**config.mk**
```make
export PLATFORM = sky130hd
export DESIGN_NAME = s6bitmulacc
export DESIGN_NICKNAME = d
export VERILOG_FILES = /design/src/rtl/s6bitmulacc.sv
export SDC_FILE = /design/constraint.sdc
export NUM_CORES = 1
export LEC_CHECK = 0
export BUFFER_PORTS_ARGS = -buffer_cell sky130_fd_sc_hd__buf_2
export CORE_ASPECT_RATIO = 0.7
export CORE_UTILIZATION = 35
export DETAILED_ROUTE_END_ITERATION = 10
export GPL_ROUTABILITY_DRIVEN = 0
export GPL_TIMING_DRIVEN = 0
export PLACE_DENSITY = 0.62
export SLEW_MARGIN = 10
export SYNTH_ARGS = -nofsm -noshare
export SYNTH_HDL_FRONTEND = slang
export SYNTH_SLANG_ARGS = --single-unit
export TNS_END_PERCENT = 20
```
**constraint.sdc**
```tcl
create_clock -name clk -period 2.91 [get_ports clk]
set_input_delay 0.582 -clock clk [delete_from_list [all_inputs] [get_ports clk]]
set_output_delay 0.582 -clock clk [all_outputs]
set_load 0.01 [all_outputs]
```
**src/rtl/s6bitmulacc.sv**
```systemverilog
// Shift-and-add multiply-accumulate p = q*b + r, one multiplier bit per clock.
// Handshake: start is accepted only when the unit is free (idle or in its done cycle); busy covers accept..done, done pulses one cycle with p valid.
module s6bitmulacc #(
  parameter int WIDTH = 6
) (
  input  logic               clk,
  input  logic               rst_n,
  input  logic               start,
  input  logic [WIDTH-1:0]   q,
  input  logic [WIDTH-1:0]   b,
  input  logic [WIDTH-1:0]   r,
  output logic [2*WIDTH-1:0] p,
  output logic               busy,
  output logic               done
);

  localparam int CW = $clog2(WIDTH + 1);

  typedef enum logic [1:0] {
    IDLE = 2'd0,
    CALC = 2'd1,
    DONE = 2'd2
  } state_t;

  state_t             state;
  logic [CW-1:0]      count;
  logic [2*WIDTH-1:0] acc;
  logic [2*WIDTH-1:0] mcand;
  logic [WIDTH-1:0]   mplier;
  logic [2*WIDTH-1:0] acc_sum;
  logic               accept;
  logic               last_step;

  assign acc_sum   = mplier[0] ? acc + mcand : acc;
  assign last_step = (count == CW'(WIDTH - 1));
  // The edge that closes the done cycle may already accept the next request,
  // giving a WIDTH+1 cycle back-to-back period.
  assign accept    = start && ((state == IDLE) || (state == DONE));

  always_ff @(posedge clk or negedge rst_n) begin
    if (!rst_n) begin
      state  <= IDLE;
      count  <= '0;
      acc    <= '0;
      mcand  <= '0;
      mplier <= '0;
      p      <= '0;
      busy   <= 1'b0;
      done   <= 1'b0;
    end else if (accept) begin
      acc    <= {{WIDTH{1'b0}}, r};
      mcand  <= {{WIDTH{1'b0}}, b};
      mplier <= q;
      count  <= '0;
      busy   <= 1'b1;
      done   <= 1'b0;
      state  <= CALC;
    end else begin
      case (state)
        CALC: begin
          acc    <= acc_sum;
          mcand  <= mcand << 1;
          mplier <= mplier >> 1;
          count  <= count + 1'b1;
          if (last_step) begin
            p     <= acc_sum;
            done  <= 1'b1;
            state <= DONE;
          end
        end
        DONE: begin
          done  <= 1'b0;
          busy  <= 1'b0;
          state <= IDLE;
        end
        IDLE: begin
          busy <= 1'b0;
          done <= 1'b0;
        end
        default: begin
          busy  <= 1'b0;
          done  <= 1'b0;
          state <= IDLE;
        end
      endcase
    end
  end

endmodule
```
==> summary.txt, run 1 <==
Floorplanning
  – Overall die area: 7550 sq um
  – Starting Density: 36.8%
  – Die height: 73.0 um
  – Horizontal die dimension: 103 um
  – IO Count: 35
  – Floorplan row count: 25
  – Floorplan core area: 6850 sq um

Synthesis
  – Post-Synth Simple-Gate Area: 13.9%
  – Post-Synth XOR/XNOR Area: 3.13%
  – Most area-consuming cells after synthesis: sky130_fd_sc_hd__dfrtp_1 49%, sky130_fd_sc_hd__nand2_1 7.3%, sky130_fd_sc_hd__ha_1 6.5%, sky130_fd_sc_hd__a22o_1 3.5%, sky130_fd_sc_hd__a22oi_1 3.3%
  – Share of synthesized cell area in full adder, half adder and majority cells: 7.25%
  – Cell area after technology mapping: 2520 sq um
  – Main flop type after synthesis: sky130_fd_sc_hd__dfrtp_1
  – Top cell type's share of synthesized area: 48.6%
  – Main combinational cell family by area after synthesis: compound AO/OA/AOI/OAI gates
  – Async set-reset flop share out of synthesis: 100%
  – Mux share of post-synthesis cell area: 3.62%
  – Number of nets produced by synthesis: 290
  – Gate Count Post-Synth: 255
  – Yosys warning count: 0
  – Number of distinct library cells after synthesis: 39
  – Number of register bits inferred by synthesis: 49
  – Proportion of synthesized chip area in sequential cells: 48.6%
  – Compound-gate portion of the synthesized area: 20.4%
  – Post-Synthesis Mean Instance Area: 9.89 sq um
  – Post-synth EDFFs: 0
  – Cell taking the most area after synthesis: sky130_fd_sc_hd__dfrtp_1

Routing
  – Count of unresolved DRC violations after routing: 0
  – Met2 wire len: 2580 um
  – Wire length on met3: 321 um
  – Total number of vias: 2,026
  – DRT Pass-1 Iters: 4
  – Top layer in use: met4
  – Overall routed net length: 6180 um
  – Detail-routed net length per standard cell: 15.8 um
  – Post-detailed-route via-to-cell ratio: 5.18
  – Residual antenna-violating net count after detailed routing: 0
  – Routed met1 length: 3230 um
  – First-iteration detailed-routing DRC count: 128

Power and ir drop
  – Cell internal power dissipation: 2030 uW
  – Net switching power of the design: 1500 uW
  – Net switching fraction of the power: 42.6%
  – Leakage power summed over all cells: 0.00147 uW
  – Logic gate share of total power: 50.0%
  – Power density over cell area: 1200 nW/um^2
  – Share of power burned in registers: 33.6%
  – Worst supply voltage drop on vdd: 0.501 mV
  – Power share of the clock group: 16.4%

Timing
  – Max-slew violation count: 0
  – WHS: 0.285 ns
  – Minimum clock period: 2.32 ns
  – Total count of hold-check failures in the final report: 0
  – Aggregate negative setup slack: 0 ns
  – Fmax: 0.432 GHz
  – Post-route clock period utilization: 79.6%
  – Worst relative slew slack: 55.2%
  – Setup violators final: 0
  – RSZ-0062 raised after global routing: false
  – Worst-case clock skew: 0.00722 ns
  – Slew of the pin with the lowest slew margin: 0.671 ns

Critical path
  – Setup slack, reg-to-reg: 0.59 ns
  – Worst setup path category: flip-flop to flip-flop
  – Crit. End Element: flip-flop
  – Critical Path Fanout Max: 3
  – Worst flop-to-flop path startpoint: acc[1]
  – Critical path launch point: acc[1]
  – Data required time at the worst endpoint: 3.15 ns
  – Startpoint Class: flip-flop
  – Arrival @ worst endpoint: 2.56 ns
  – Worst r2r path cells: 8

CTS
  – Clock sinks: 49
  – H-tree levels: 2
  – Setup Fix Bufs, Post-CTS: 0
  – Total CTS buffers: 5
  – Clock network latency to the later pin of the worst-skew pair: 0.31 ns
  – Post-CTS Hold Fix Bufs: 0
  – Post-cts sizing count: 0
  – Maximum number of buffers from clock root to sink: 2
  – Root buffer cell: sky130_fd_sc_hd__clkbuf_8
  – Clock input transition at the sequential cells of the worst setup and hold paths: 0.09 ns
  – Clock tree from TritonCTS: done

GRT
  – Remaining Overflow, GRT: 0
  – Vias in the first global route: 1,990
  – Antenna violations before repair: 0
  – First-pass GRT wire length: 10,000 um
  – Largest net degree at the start of global routing: 50
  – GRT Util Overall: 17.8%

Finish
  – Fraction of final layout cells sized beyond drive strength 1: 16.5%
  – Number of nets at the end of the flow: 331
  – Area delta synth->final: 16.8%
  – Number of diodes added for antenna fixing: 0
  – Sequential Area: 1230 sq um
  – Final non-filler cell area: 2950 sq um
  – Multi-input combinational cell area: 1220 sq um
  – Top library cells by usage in the layout, fill and taps aside: 49 x sky130_fd_sc_hd__nand2_1, 49 x sky130_fd_sc_hd__dfrtp_1, 34 x sky130_fd_sc_hd__buf_2
  – Post-Layout Cell Count: 391
  – Fillers: 686

Flow run
  – Max_cap viols: 0

Outcome
  – Run status: complete, no violations

Place
  – Count of buffers from port buffering: 34
  – Placed inst area: 2810 sq um
  – Post-detailed-placement half-perimeter wirelength: 4310 um
  – Total placed cells including tap cells: 383

Min path
  – Worst min path class: primary input to asynchronous set/reset pin
-- cell type report --
cell class                 instances  share of cell area (%)
multi-input combinational        186                    41.4
buffer                            12                    1.57
clock inverter                     3                    2.21
clock buffer                       5                    2.34
inverter                           8                    1.02
sequential                        49                    41.6
timing repair buffer              34                    5.86
tap                               94                    3.99
-- cell usage after synthesis, types with 4 or more instances --
master and n:
sky130_fd_sc_hd__inv_1 7, sky130_fd_sc_hd__a22o_1 10, sky130_fd_sc_hd__o21ai_1 16, sky130_fd_sc_hd__a22oi_1 11, sky130_fd_sc_hd__dfrtp_1 49, sky130_fd_sc_hd__and3_1 6, sky130_fd_sc_hd__clkbuf_1 9, sky130_fd_sc_hd__a21oi_1 13
sky130_fd_sc_hd__nor2_1 15, sky130_fd_sc_hd__nand2_1 49, sky130_fd_sc_hd__mux2i_1 8, sky130_fd_sc_hd__xnor2_1 6, sky130_fd_sc_hd__ha_1 13, sky130_fd_sc_hd__nor3_1 4
-- cell families after synthesis --
kind of cell	Yosys count
buffers and inverters	20
XOR/XNOR	9
AO/OA/AOI/OAI	71
multiplexers	9
AND/OR/NAND/NOR	83
adder cells (fa/ha/maj)	14
flip-flops	49
-- worst max-delay path: stages, from the launching register on --
cell	delay, ns
sky130_fd_sc_hd__dfrtp_1	0.42
sky130_fd_sc_hd__ha_1	0.34
sky130_fd_sc_hd__a211oi_2	0.28
sky130_fd_sc_hd__o211ai_2	0.14
sky130_fd_sc_hd__a41oi_2	0.25
sky130_fd_sc_hd__o21ai_1	0.12
sky130_fd_sc_hd__xor2_1	0.26
sky130_fd_sc_hd__mux2_1	0.36
sky130_fd_sc_hd__nand2_1	0.08
-- final timing paths --
path,to
min reg2reg,p[9]
max reg2reg,p[11]
min,p[7]
max,p[11]
max in group asynchronous,done
min in group clk,p[9]
-- state kept, by name, indices dropped and copies added (netlist names) --
signal and count:
busy 1, done 1, count 3, mplier 6, mcand 12, p 12
acc 12, state 2
-- metrics by stage --
stage	setup slack, ns	power, uW	util (%)
finish	0.593	3530	43.0
detailed placement	0.637	2950	41.0
floorplan	0.828	2460	-
global route	0.440	3820	43.0
global placement	0.649	2910	41.0
CTS	0.606	3540	43.0
-- metal layers --
metal,vias to the layer above,track usage [%]
met5,-,0
met4,0,3.91
met3,10,3.74
met2,50,26.6
met1,976,26.4
li1,990,-
-- power by group through the flow --
stage          clock [uW]  sequential [uW]  combinational (uW)
2_1_floorplan           0             1190                1270
3_3_place_gp            0             1190                1720
3_5_place_dp            0             1200                1750
4_1_cts               587             1180                1760
5_1_grt               614             1220                1980
6_report              578             1190                1770
No activity file was read; power rests on OpenSTA's default activity.
==> run 2: changes to the inputs <==
--- a/config.mk
+++ b/config.mk
@@ -11,7 +11,7 @@
 export DETAILED_ROUTE_END_ITERATION = 10
 export GPL_ROUTABILITY_DRIVEN = 0
 export GPL_TIMING_DRIVEN = 0
-export PLACE_DENSITY = 0.62
+export PLACE_DENSITY = 0.64
 export SLEW_MARGIN = 10
 export SYNTH_ARGS = -nofsm -noshare
 export SYNTH_HDL_FRONTEND = slang
==> constraint.sdc (replaced) <==
create_clock -name clk -period 2 [get_ports clk]
set_input_delay 0.4 -clock clk [delete_from_list [all_inputs] [get_ports clk]]
set_output_delay 0.4 -clock clk [all_outputs]
set_load 0.01 [all_outputs]
==> run 2 against run 1 <==
Total power up 55%; count of clock-buffer cells in the layout increased by 1; sequential power rose by 48%; setup slack got worse by 0.75 ns; hold slack got worse by 0.18 ns; clock power up 32%; the flow now finishes with violations (negative setup slack); largest power group unchanged; register-to-register slack worse by 0.75 ns; sequential cell count unchanged; sequential share of layout area decreased by 2.4 points; cell count increased by 3.1%; design area rose by 6.0%; utilization rose by 2.6 points.
==> summary.txt, run 2 (same netlist as run 1, synthesis figures left out) <==
Routing
  – Met2 wire len: 2900 um (was 2580 um)
  – Overall routed net length: 6540 um (was 6180 um)
  – Routed met1 length: 3300 um (was 3230 um)
  – Detail-routed net length per standard cell: 16.2 um (was 15.8 um)
  – First-iteration detailed-routing DRC count: 115 (was 128)
  – DRT Pass-1 Iters: 5 (was 4)
  – Top layer in use: met4 (unchanged)
  – Total number of vias: 2,089 (was 2,026)
  – Wire length on met3: 309 um (was 321 um)
  – Count of unresolved DRC violations after routing: 0 (unchanged)
  – Residual antenna-violating net count after detailed routing: 0 (unchanged)
  – Post-detailed-route via-to-cell ratio: 5.18 (about the same)

Critical path
  – Crit. End Element: flip-flop (unchanged)
  – Critical path launch point: acc[5] (was acc[1])
  – Worst setup path category: flip-flop to flip-flop (unchanged)
  – Critical Path Fanout Max: 3 (unchanged)
  – Endpoint of the worst-slack reg-to-reg timing path: p[11] (unchanged)
  – Crit path capture: p[11] (unchanged)
  – Startpoint Class: flip-flop (unchanged)
  – Arrival @ worst endpoint: 2.40 ns (was 2.56 ns)
  – Setup slack, reg-to-reg: -0.16 ns (was 0.59 ns)
  – Worst flop-to-flop path startpoint: acc[5] (was acc[1])
  – Data required time at the worst endpoint: 2.25 ns (was 3.15 ns)
  – Worst r2r path cells: 8 (unchanged)

Power and ir drop
  – Leakage power summed over all cells: 0.00153 uW (was 0.00147 uW)
  – Power density over cell area: 1760 nW/um^2 (was 1200 nW/um^2)
  – Worst supply voltage drop on vdd: 0.605 mV (was 0.501 mV)

Finish
  – Top library cells by usage in the layout, fill and taps aside: 49 x sky130_fd_sc_hd__nand2_1, 49 x sky130_fd_sc_hd__dfrtp_1, 34 x sky130_fd_sc_hd__buf_2 (unchanged)
  – Number of diodes added for antenna fixing: 0 (unchanged)
  – Biggest registers after layout: acc: 12 flops, mcand: 12 flops, p: 12 flops (unchanged)
  – Fraction of final layout cells sized beyond drive strength 1: 24.6% (was 16.5%)
  – Fillers: 646 (was 686)
  – Number of nets at the end of the flow: 343 (was 331)
  – Area delta synth->final: 23.8% (was 16.8%)
  – Final non-filler cell area: 3120 sq um (was 2950 sq um)

Floorplanning
  – Overall die area: 7550 sq um (unchanged)
  – Die height: 73.0 um (unchanged)
  – Starting Density: 36.8% (unchanged)
  – Floorplan row count: 25 (unchanged)
  – Floorplan core area: 6850 sq um (unchanged)
  – IO Count: 35 (unchanged)
  – Horizontal die dimension: 103 um (unchanged)

GRT
  – Vias in the first global route: 2,168 (was 1,990)
  – Antenna violations before repair: 0 (unchanged)
  – GRT Util Overall: 19.0% (was 17.8%)
  – Largest net degree at the start of global routing: 50 (unchanged)
  – First-pass GRT wire length: 10,700 um (was 10,000 um)
  – Remaining Overflow, GRT: 0 (unchanged)

Timing
  – Worst-case clock skew: 0.00827 ns (was 0.00722 ns)
  – Final worst slack: -0.156 ns (was 0.593 ns)
  – Setup violators final: 8 (was 0)
  – Minimum clock period: 2.16 ns (was 2.32 ns)
  – Post-route clock period utilization: 108% (was 79.6%)
  – Total count of hold-check failures in the final report: 0 (unchanged)
  – Slew of the pin with the lowest slew margin: 0.718 ns (was 0.671 ns)
  – Fmax: 0.464 GHz (was 0.432 GHz)
  – RSZ-0062 raised after global routing: true (was false)
  – Max-slew violation count: 0 (unchanged)
  – WHS: 0.102 ns (was 0.285 ns)
  – Worst relative slew slack: 52.1% (was 55.2%)

Min path
  – Worst min path class: primary input to asynchronous set/reset pin (unchanged)

Place
  – Post-detailed-placement half-perimeter wirelength: 4390 um (was 4310 um)
  – Setup slack after placement: -0.245 ns (was 0.637 ns)
  – Count of buffers from port buffering: 34 (unchanged)
  – Placed inst area: 2830 sq um (was 2810 sq um)

CTS
  – Root buffer cell: sky130_fd_sc_hd__clkbuf_8 (unchanged)
  – Maximum number of buffers from clock root to sink: 2 (unchanged)
  – Clock input transition at the sequential cells of the worst setup and hold paths: 0.10 ns (was 0.09 ns)
  – Clock network latency to the later pin of the worst-skew pair: 0.31 ns (about the same)
  – Clock sinks: 49 (unchanged)
  – H-tree levels: 2 (unchanged)
  – Clock tree from TritonCTS: done (unchanged)
  – Total CTS buffers: 5 (unchanged)

Flow run
  – Max_cap viols: 0 (unchanged)

Outcome
  – Run status: finished with violations (was complete, no violations)
  – Violated checks: negative setup slack
## run 2: cell types whose count changed in the layout (fill, tap and decap cells not counted), sizes merged
cell / previous run / this run
buf: 37 / 49
bufinv: 2 / 1
clkinvlp: 0 / 1
clkbuf: 14 / 15
clkinv: 1 / 0
## run 2: worst min-delay path by stage
stage / start / end / slack, ns / depth (start not counted)
after CTS: b[0] / mcand[0] / 0.31 / 2
final: rst_n / p[8] / 0.10 / 1
after detailed placement: busy / busy / 0.46 / 2
after floorplan: rst_n / acc[0] / 0.10 / 0
after global routing: rst_n / p[8] / 0.15 / 1
after global placement: mplier[2] / mplier[2] / 0.46 / 2
## run 2: final cells by class
| class | instances | area [sq um] | area share, % |
|---|---|---|---|
| sequential | 49 | 1230 | 39.3 |
| multi-input combinational | 186 | 1310 | 41.8 |
| inverter | 8 | 32.5 | 1.04 |
| timing repair buffer | 46 | 270 | 8.66 |
| clock buffer | 6 | 82.6 | 2.65 |
| tap | 94 | 118 | 3.77 |
| clock inverter | 2 | 37.5 | 1.20 |
| buffer | 12 | 48.8 | 1.56 |
## run 2: worst max-delay path: stages (launching register included)
cell,delay [ns]
sky130_fd_sc_hd__dfrtp_1,0.42
sky130_fd_sc_hd__ha_1,0.35
sky130_fd_sc_hd__nand2_1,0.11
sky130_fd_sc_hd__o21ai_2,0.19
sky130_fd_sc_hd__a41oi_2,0.16
sky130_fd_sc_hd__o21ai_1,0.19
sky130_fd_sc_hd__xor2_1,0.27
sky130_fd_sc_hd__mux2_1,0.35
sky130_fd_sc_hd__nand2_1,0.06
## run 2: what timing repair did
action,4_1_cts,5_1_grt
setup endpoints to repair,12,21
gates resized for setup,11,7
pin swaps,13,13
setup buffers,11,1
hold buffers,0,0
## run 2: report_power, final
group | total, uW | internal (uW) | switching, uW
Combinational | 2970 | 1300 | 1660
Clock | 764 | 407 | 357
Sequential | 1760 | 1410 | 341
Total | 5490 | 3130 | 2360
## run 2: through the flow
stage	std cells	total power [uW]	setup TNS (ns)	utilization, %
6_report	403	5490	-0.843	45.6
2_1_floorplan	255	3600	-0.000795	-
5_1_grt	403	5940	-1.97	45.6
3_5_place_dp	383	4350	-1.29	41.3
3_3_place_gp	383	4270	-1.13	41.3
4_1_cts	402	5410	-1.01	45.1
## run 2: layer usage
layer	up-vias	GRT usage [%]
met1	1028	26.8
met5	-	0
li1	1009	-
met3	5	4.41
met4	0	4.54
met2	47	29.7
